===== src/rtl/uart_pkg.sv =====
// Shared UART encodings, per-frame config struct and baud divisor helpers.
package uart_pkg;

    localparam logic [1:0] PAR_NONE = 2'd0;
    localparam logic [1:0] PAR_EVEN = 2'd1;
    localparam logic [1:0] PAR_ODD  = 2'd2;

    typedef enum logic [2:0] {
        ST_IDLE   = 3'd0,
        ST_START  = 3'd1,
        ST_DATA   = 3'd2,
        ST_PARITY = 3'd3,
        ST_STOP   = 3'd4
    } state_e;

    typedef struct packed {
        logic [2:0] baud_sel;
        logic [1:0] data_bits;
        logic [1:0] parity;
        logic       stop2;
    } cfg_t;

    localparam int unsigned BAUD_RATE [8] = '{
        9600, 19200, 38400, 57600, 115200, 230400, 460800, 921600
    };

    // Clock cycles per serial bit; only ever evaluated on constants.
    function automatic int unsigned bit_nclk(input int unsigned clk_mhz,
                                             input logic [2:0]  sel);
        return (clk_mhz * 1000000) / BAUD_RATE[sel];
    endfunction

    function automatic logic frame_parity(input logic [7:0] data,
                                          input logic [1:0] data_bits,
                                          input logic       odd);
        logic [7:0] mask;
        mask = 8'hFF >> (2'd3 - data_bits);
        return (^(data & mask)) ^ odd;
    endfunction

    function automatic logic has_parity(input logic [1:0] parity);
        return (parity == PAR_EVEN) || (parity == PAR_ODD);
    endfunction

    // Index of the last data bit: 5..8 data bits -> 4..7.
    function automatic logic [3:0] last_data_idx(input logic [1:0] data_bits);
        return {2'b01, data_bits};
    endfunction

endpackage


===== src/rtl/uart_baud_timer.sv =====
// Bit-period timer: one-cycle bit_tick_o at the last cycle of every bit period.
// Latency: first tick BIT_NCLK cycles after enable rises; counter held at 0 when disabled.
// Backpressure: none, free-running while enabled; restart_i forces the count back to 0.
module uart_baud_timer
    import uart_pkg::*;
#(
    parameter int unsigned CLK_MHZ = 50,
    parameter int unsigned DIV_W   = 16
) (
    input  logic       clk,
    input  logic       rst_n,
    input  logic [2:0] baud_sel_i,
    input  logic       enable_i,
    input  logic       restart_i,
    output logic       bit_tick_o
);

    localparam logic [DIV_W-1:0] DIV_M1 [8] = '{
        DIV_W'(bit_nclk(CLK_MHZ, 3'd0) - 1),
        DIV_W'(bit_nclk(CLK_MHZ, 3'd1) - 1),
        DIV_W'(bit_nclk(CLK_MHZ, 3'd2) - 1),
        DIV_W'(bit_nclk(CLK_MHZ, 3'd3) - 1),
        DIV_W'(bit_nclk(CLK_MHZ, 3'd4) - 1),
        DIV_W'(bit_nclk(CLK_MHZ, 3'd5) - 1),
        DIV_W'(bit_nclk(CLK_MHZ, 3'd6) - 1),
        DIV_W'(bit_nclk(CLK_MHZ, 3'd7) - 1)
    };

    logic [DIV_W-1:0] cnt_q, cnt_d;
    logic             at_end;

    assign at_end = (cnt_q == DIV_M1[baud_sel_i]);

    always_comb begin
        cnt_d = cnt_q + DIV_W'(1);
        if (!enable_i || restart_i || at_end) begin
            cnt_d = '0;
        end
    end

    assign bit_tick_o = enable_i & ~restart_i & at_end;

    always_ff @(posedge clk or negedge rst_n) begin
        if (!rst_n) begin
            cnt_q <= '0;
        end else begin
            cnt_q <= cnt_d;
        end
    end

endmodule


===== src/rtl/uart_tx_cfg.sv =====
// Runtime-configurable UART transmitter (5-8 data bits, none/even/odd parity, 1/2 stop).
// Latency: line falls one clk after the transfer edge; done pulses in the IDLE cycle after stop.
// Backpressure: tx_ready_o high only in IDLE; a held tx_valid_i transfers in that same cycle.
module uart_tx_cfg
    import uart_pkg::*;
#(
    parameter int unsigned UART_CLK_MHZ = 50,
    parameter int unsigned DIV_W        = 16
) (
    input  logic       clk,
    input  logic       rst_n,
    input  logic [2:0] baud_sel_i,
    input  logic [1:0] data_bits_i,
    input  logic [1:0] parity_i,
    input  logic       stop2_i,
    input  logic       tx_valid_i,
    input  logic [7:0] tx_data_i,
    output logic       tx_ready_o,
    output logic       tx_busy_o,
    output logic       tx_done_o,
    output logic       rs232_tx_o
);

    state_e     state_q, state_d;
    cfg_t       cfg_q, cfg_d;
    logic [7:0] sh_q, sh_d;
    logic       par_q, par_d;
    logic [3:0] bit_cnt_q, bit_cnt_d;
    logic       line_q, line_d;
    logic       busy_q, busy_d;
    logic       done_q, done_d;
    logic       xfer;
    logic       bit_tick;

    assign tx_ready_o = (state_q == ST_IDLE);
    assign xfer       = tx_valid_i & tx_ready_o;

    uart_baud_timer #(
        .CLK_MHZ (UART_CLK_MHZ),
        .DIV_W   (DIV_W)
    ) u_baud_timer (
        .clk        (clk),
        .rst_n      (rst_n),
        .baud_sel_i (cfg_q.baud_sel),
        .enable_i   (state_q != ST_IDLE),
        .restart_i  (xfer),
        .bit_tick_o (bit_tick)
    );

    always_ff @(posedge clk or negedge rst_n) begin
        if (!rst_n) begin
            state_q <= ST_IDLE;
        end else begin
            state_q <= state_d;
        end
    end

    // Config and data are captured only at the transfer edge, so mid-frame
    // input changes cannot disturb the frame on the line.
    always_comb begin
        state_d   = state_q;
        cfg_d     = cfg_q;
        sh_d      = sh_q;
        par_d     = par_q;
        bit_cnt_d = bit_cnt_q;
        unique case (state_q)
            ST_IDLE: begin
                if (xfer) begin
                    state_d   = ST_START;
                    cfg_d     = '{baud_sel:  baud_sel_i,
                                  data_bits: data_bits_i,
                                  parity:    parity_i,
                                  stop2:     stop2_i};
                    sh_d      = tx_data_i;
                    par_d     = frame_parity(tx_data_i, data_bits_i, parity_i == PAR_ODD);
                    bit_cnt_d = '0;
                end
            end
            ST_START: begin
                if (bit_tick) begin
                    state_d   = ST_DATA;
                    bit_cnt_d = '0;
                end
            end
            ST_DATA: begin
                if (bit_tick) begin
                    sh_d = {1'b0, sh_q[7:1]};
                    if (bit_cnt_q == last_data_idx(cfg_q.data_bits)) begin
                        state_d   = has_parity(cfg_q.parity) ? ST_PARITY : ST_STOP;
                        bit_cnt_d = '0;
                    end else begin
                        bit_cnt_d = bit_cnt_q + 4'd1;
                    end
                end
            end
            ST_PARITY: begin
                if (bit_tick) begin
                    state_d   = ST_STOP;
                    bit_cnt_d = '0;
                end
            end
            ST_STOP: begin
                if (bit_tick) begin
                    if (bit_cnt_q == {3'b000, cfg_q.stop2}) begin
                        state_d = ST_IDLE;
                    end else begin
                        bit_cnt_d = bit_cnt_q + 4'd1;
                    end
                end
            end
            default: begin
                state_d = ST_IDLE;
            end
        endcase
    end

    // Outputs are one register behind the state, which gives the one-cycle
    // line latency after the transfer edge and keeps the pin glitch-free.
    always_comb begin
        line_d = 1'b1;
        busy_d = (state_q != ST_IDLE) && (state_d != ST_IDLE);
        done_d = (state_q == ST_STOP) && (state_d == ST_IDLE);
        unique case (state_q)
            ST_START:  line_d = 1'b0;
            ST_DATA:   line_d = sh_q[0];
            ST_PARITY: line_d = par_q;
            default:   line_d = 1'b1;
        endcase
    end

    always_ff @(posedge clk or negedge rst_n) begin
        if (!rst_n) begin
            cfg_q     <= '0;
            sh_q      <= '0;
            par_q     <= 1'b0;
            bit_cnt_q <= '0;
            line_q    <= 1'b1;
            busy_q    <= 1'b0;
            done_q    <= 1'b0;
        end else begin
            cfg_q     <= cfg_d;
            sh_q      <= sh_d;
            par_q     <= par_d;
            bit_cnt_q <= bit_cnt_d;
            line_q    <= line_d;
            busy_q    <= busy_d;
            done_q    <= done_d;
        end
    end

    assign rs232_tx_o = line_q;
    assign tx_busy_o  = busy_q;
    assign tx_done_o  = done_q;

endmodule

===== config.mk =====
export PLATFORM = sky130hd
export DESIGN_NAME = uart_tx_cfg
export DESIGN_NICKNAME = d
export VERILOG_FILES = /design/src/rtl/uart_pkg.sv /design/src/rtl/uart_baud_timer.sv /design/src/rtl/uart_tx_cfg.sv
export SDC_FILE = /design/constraint.sdc
export NUM_CORES = 1
export LEC_CHECK = 0
export BUFFER_PORTS_ARGS = -buffer_cell sky130_fd_sc_hd__buf_2
export CORE_MARGIN = 8
export CORE_UTILIZATION = 45
export DETAILED_ROUTE_END_ITERATION = 10
export GPL_ROUTABILITY_DRIVEN = 0
export PLACE_DENSITY = 0.67
export SLEW_MARGIN = 20
export SYNTH_ARGS = -nofsm -noshare
export SYNTH_HDL_FRONTEND = slang
export SYNTH_SLANG_ARGS = --single-unit

===== constraint.sdc =====
create_clock -name clk -period 2.3 [get_ports clk]
set_input_delay 0.575 -clock clk [delete_from_list [all_inputs] [get_ports clk]]
set_output_delay 0.575 -clock clk [all_outputs]
set_load 0.01 [all_outputs]

==> results.ini <==
[outcome]
outcome = complete, but fails checks
violations = negative setup slack

[sta]
tns_ps = -156
hold_slack_ps = 248
clock.fmax_mhz = 429
rsz0062_at_grt = yes
setup_viol = 8
slew_viol_final = 0
skew_ps = 4.24
worstMarginPinSlew_ps = 533
layout_setup_ws_ps = -29.5
slew_headroom = 0.645
finalCriticalPeriod_ps = 2330
hold_viol = 0
fin_crit_sh = 1.01

[routing]
drt_wl_total_um = 5780
drc_errors = 0
drt-wirelength-per-cell_um = 16.0
drt_iter0_markers = 36
viasPerCell = 5.47
drt-pass1-iter-count = 4
drtAntennaViolNets = 0
vias = 1975

[die]
die_area_um2 = 8240
row_count = 27
die_w_um = 90.8
die_height_um = 90.8
io_pins = 23
initial_core_util = 0.463
core_um2 = 5440

[synth]
yosysSeqAreaShare = 0.428
synthCells = 254
synthFlopType = dfrtp_1
synth_edf_count = 0
synth_seq_cells = 43
syn_nets = 281
yosysWarningCount = 0
async_reset_ff_frac = 1.00
ys_types = 52
synthesis.area_um2 = 2520
syn_area_per_cell_um2 = 9.91

[clock_network]
clockRootBuffer = clkbuf_8
htreeDepth = 2
cts_tree = yes
cts_hold_buf = 0
cts_buffers = 5
cts_max_path_buffers = 2
clkTransAtPathRegs_ps = 90
clock_sinks = 43
clock_latency_ps = 300

[pwr]
power_density_nw_per_um2 = 1150
power_mw = 3.53
vdd_drop_max_uv = 527
leakage_nw = 1.38

[final_layout]
area_delta_synth_final_pct = 21.5
fin_nets = 315
finish.utilization = 0.562
finish.instance_area_um2 = 3060
final_layout_size_suffix_gt1_frac = 0.291
final_cells = 361
n_antenna_cell = 0

[setup_path]
critPathBufInv = 2
crit_chain = inv_2 -> ha_4 -> xnor2_4 -> and3_4 -> o2111ai_4 -> nor3_4 -> nand4_1 -> buf_4 -> o221a_2
critPathKind = reg2reg
required_ps = 2490
critPathLaunchType = register
critPathTopFamily = simple AND/OR/NAND/NOR gates
critical-path-max-stage-delay_ps = 450
crit_arrival_ps = 2520
slowest_stage = dfrtp_2
worstPathMaxFanout = 8
crit_path_end_kind = register

[placement]
dp_cells = 350
post-place-ws_ps = -94.8
dp_hpwl_um = 4090
place_area_um2 = 2840
port_buffers = 22

[grt]
grt_pass1_wl_um = 9840
grt_pass1_vias = 2009
track_usage = 0.146
grt_max_degree = 24
overflow = 0
grt_antenna_before_repair = 0

[worst_hold_path]
min_path_type = in2async

[run]
max_cap_viol_count = 0

## cell families after synthesis
| group | after synthesis | synth area share |
|---|---|---|
| AOI/OAI and AO/OA | 42 | 0.128 |
| DFF | 43 | 0.428 |
| and+or+nand+nor | 96 | 0.204 |
| buffers and inverters | 21 | 0.0398 |
| xor gates and xnor gates | 35 | 0.122 |
| muxes | 9 | 0.0388 |
| adders and majority gates | 8 | 0.0398 |
## cell usage after synthesis (2+ instances only)
library cell	number	area, um^2
mux2_2	6	67.6
xor2_1	16	140
buf_6	2	22.5
ha_1	8	100
and3_1	6	37.5
o22ai_1	2	12.5
dfrtp_1	42	1050
inv_1	8	30.0
clkbuf_1	8	30.0
nor3_1	5	25.0
mux2i_1	3	30.0
o221a_2	7	78.8
o21ai_0	10	50.1
a21o_1	3	22.5
a211oi_1	3	22.5
nor2b_1	5	31.3
xnor2_1	19	166
a21oi_1	4	20.0
nand4_1	5	31.3
nor2_1	29	109
nand3_1	10	50.1
nand2_1	12	45.0
nand2b_1	12	75.1
## cell usage in the layout (no fill, tap or decap), types with 3 or more instances in the layout
cell type  count
dfrtp_1       41
nor2_1        29
buf_2         23
xnor2_1       17
xor2_1        16
buf_4         15
nand2b_1      12
nand2_1       12
nand3_1       10
o21ai_0        8
o221a_2        7
inv_1          6
mux2_2         6
clkbuf_8       6
nand4_1        5
nor2b_1        5
and3_1         5
ha_1           5
a21oi_1        4
nor3_1         3
mux2i_1        3
a21o_1         3
## area by class of cell
type                    instances  area, um^2
well taps                      72        90.1
repair buffers                 40         268
clock inverters                 2        35.0
clock buffers                   6        82.6
inverters                       8        30.0
multi-input cells             190        1470
fillers                       489        2380
flip-flops and latches         43        1080
## worst register-to-register path: cells and delay by family (launching register included)
kind,cells,cell delay [ps]
fa+ha+maj,1,230
simple gates,3,630
xor+xnor,1,200
flops,1,450
compound gates,2,430
buf+inv,2,290
## worst paths after layout
path                                from                     end  slack, ps  depth (start not counted)
max                             cfg_q[5]                 sh_q[5]        -30                          9
min                                rst_n  u_baud_timer.cnt_q[11]        250                          1
max reg2reg                     cfg_q[5]                 sh_q[5]        -30                          9
min reg2reg                     cfg_q[2]                cfg_q[2]        530                          1
max in group asynchronous          rst_n              rs232_tx_o       1480                          2
min in group clk           baud_sel_i[1]                cfg_q[6]        480                          3
## registers in the layout, summed over array words and instances, names as in the netlist
| register | flops |
|---|---|
| par_q | 1 |
| bit_cnt_q | 4 |
| state_q | 3 |
| cfg_q | 8 |
| sh_q | 8 |
| tx_busy_o | 1 |
| u_baud_timer.cnt_q | 16 |
| tx_done_o | 1 |
| rs232_tx_o | 1 |
## where the power goes
group / total [mW] / switching [mW] / internal, mW
combinational: 1.66 / 0.829 / 0.826
sequential: 1.25 / 0.255 / 0.995
clock: 0.622 / 0.270 / 0.352
total: 3.53 / 1.35 / 2.17
## metal layers
metal / track usage / share of wire
met5: 0 / 0
met4: 0.0628 / 0.021
met3: 0.0333 / 0.033
met2: 0.254 / 0.51
met1: 0.168 / 0.44
## what timing repair did
action	CTS	global route
gates cloned	1	0
setup endpoints to repair	11	33
pin swaps	4	3
buffers inserted	2	0
gates resized for setup	10	7
Note: power is estimated with default switching activity, not from simulation.
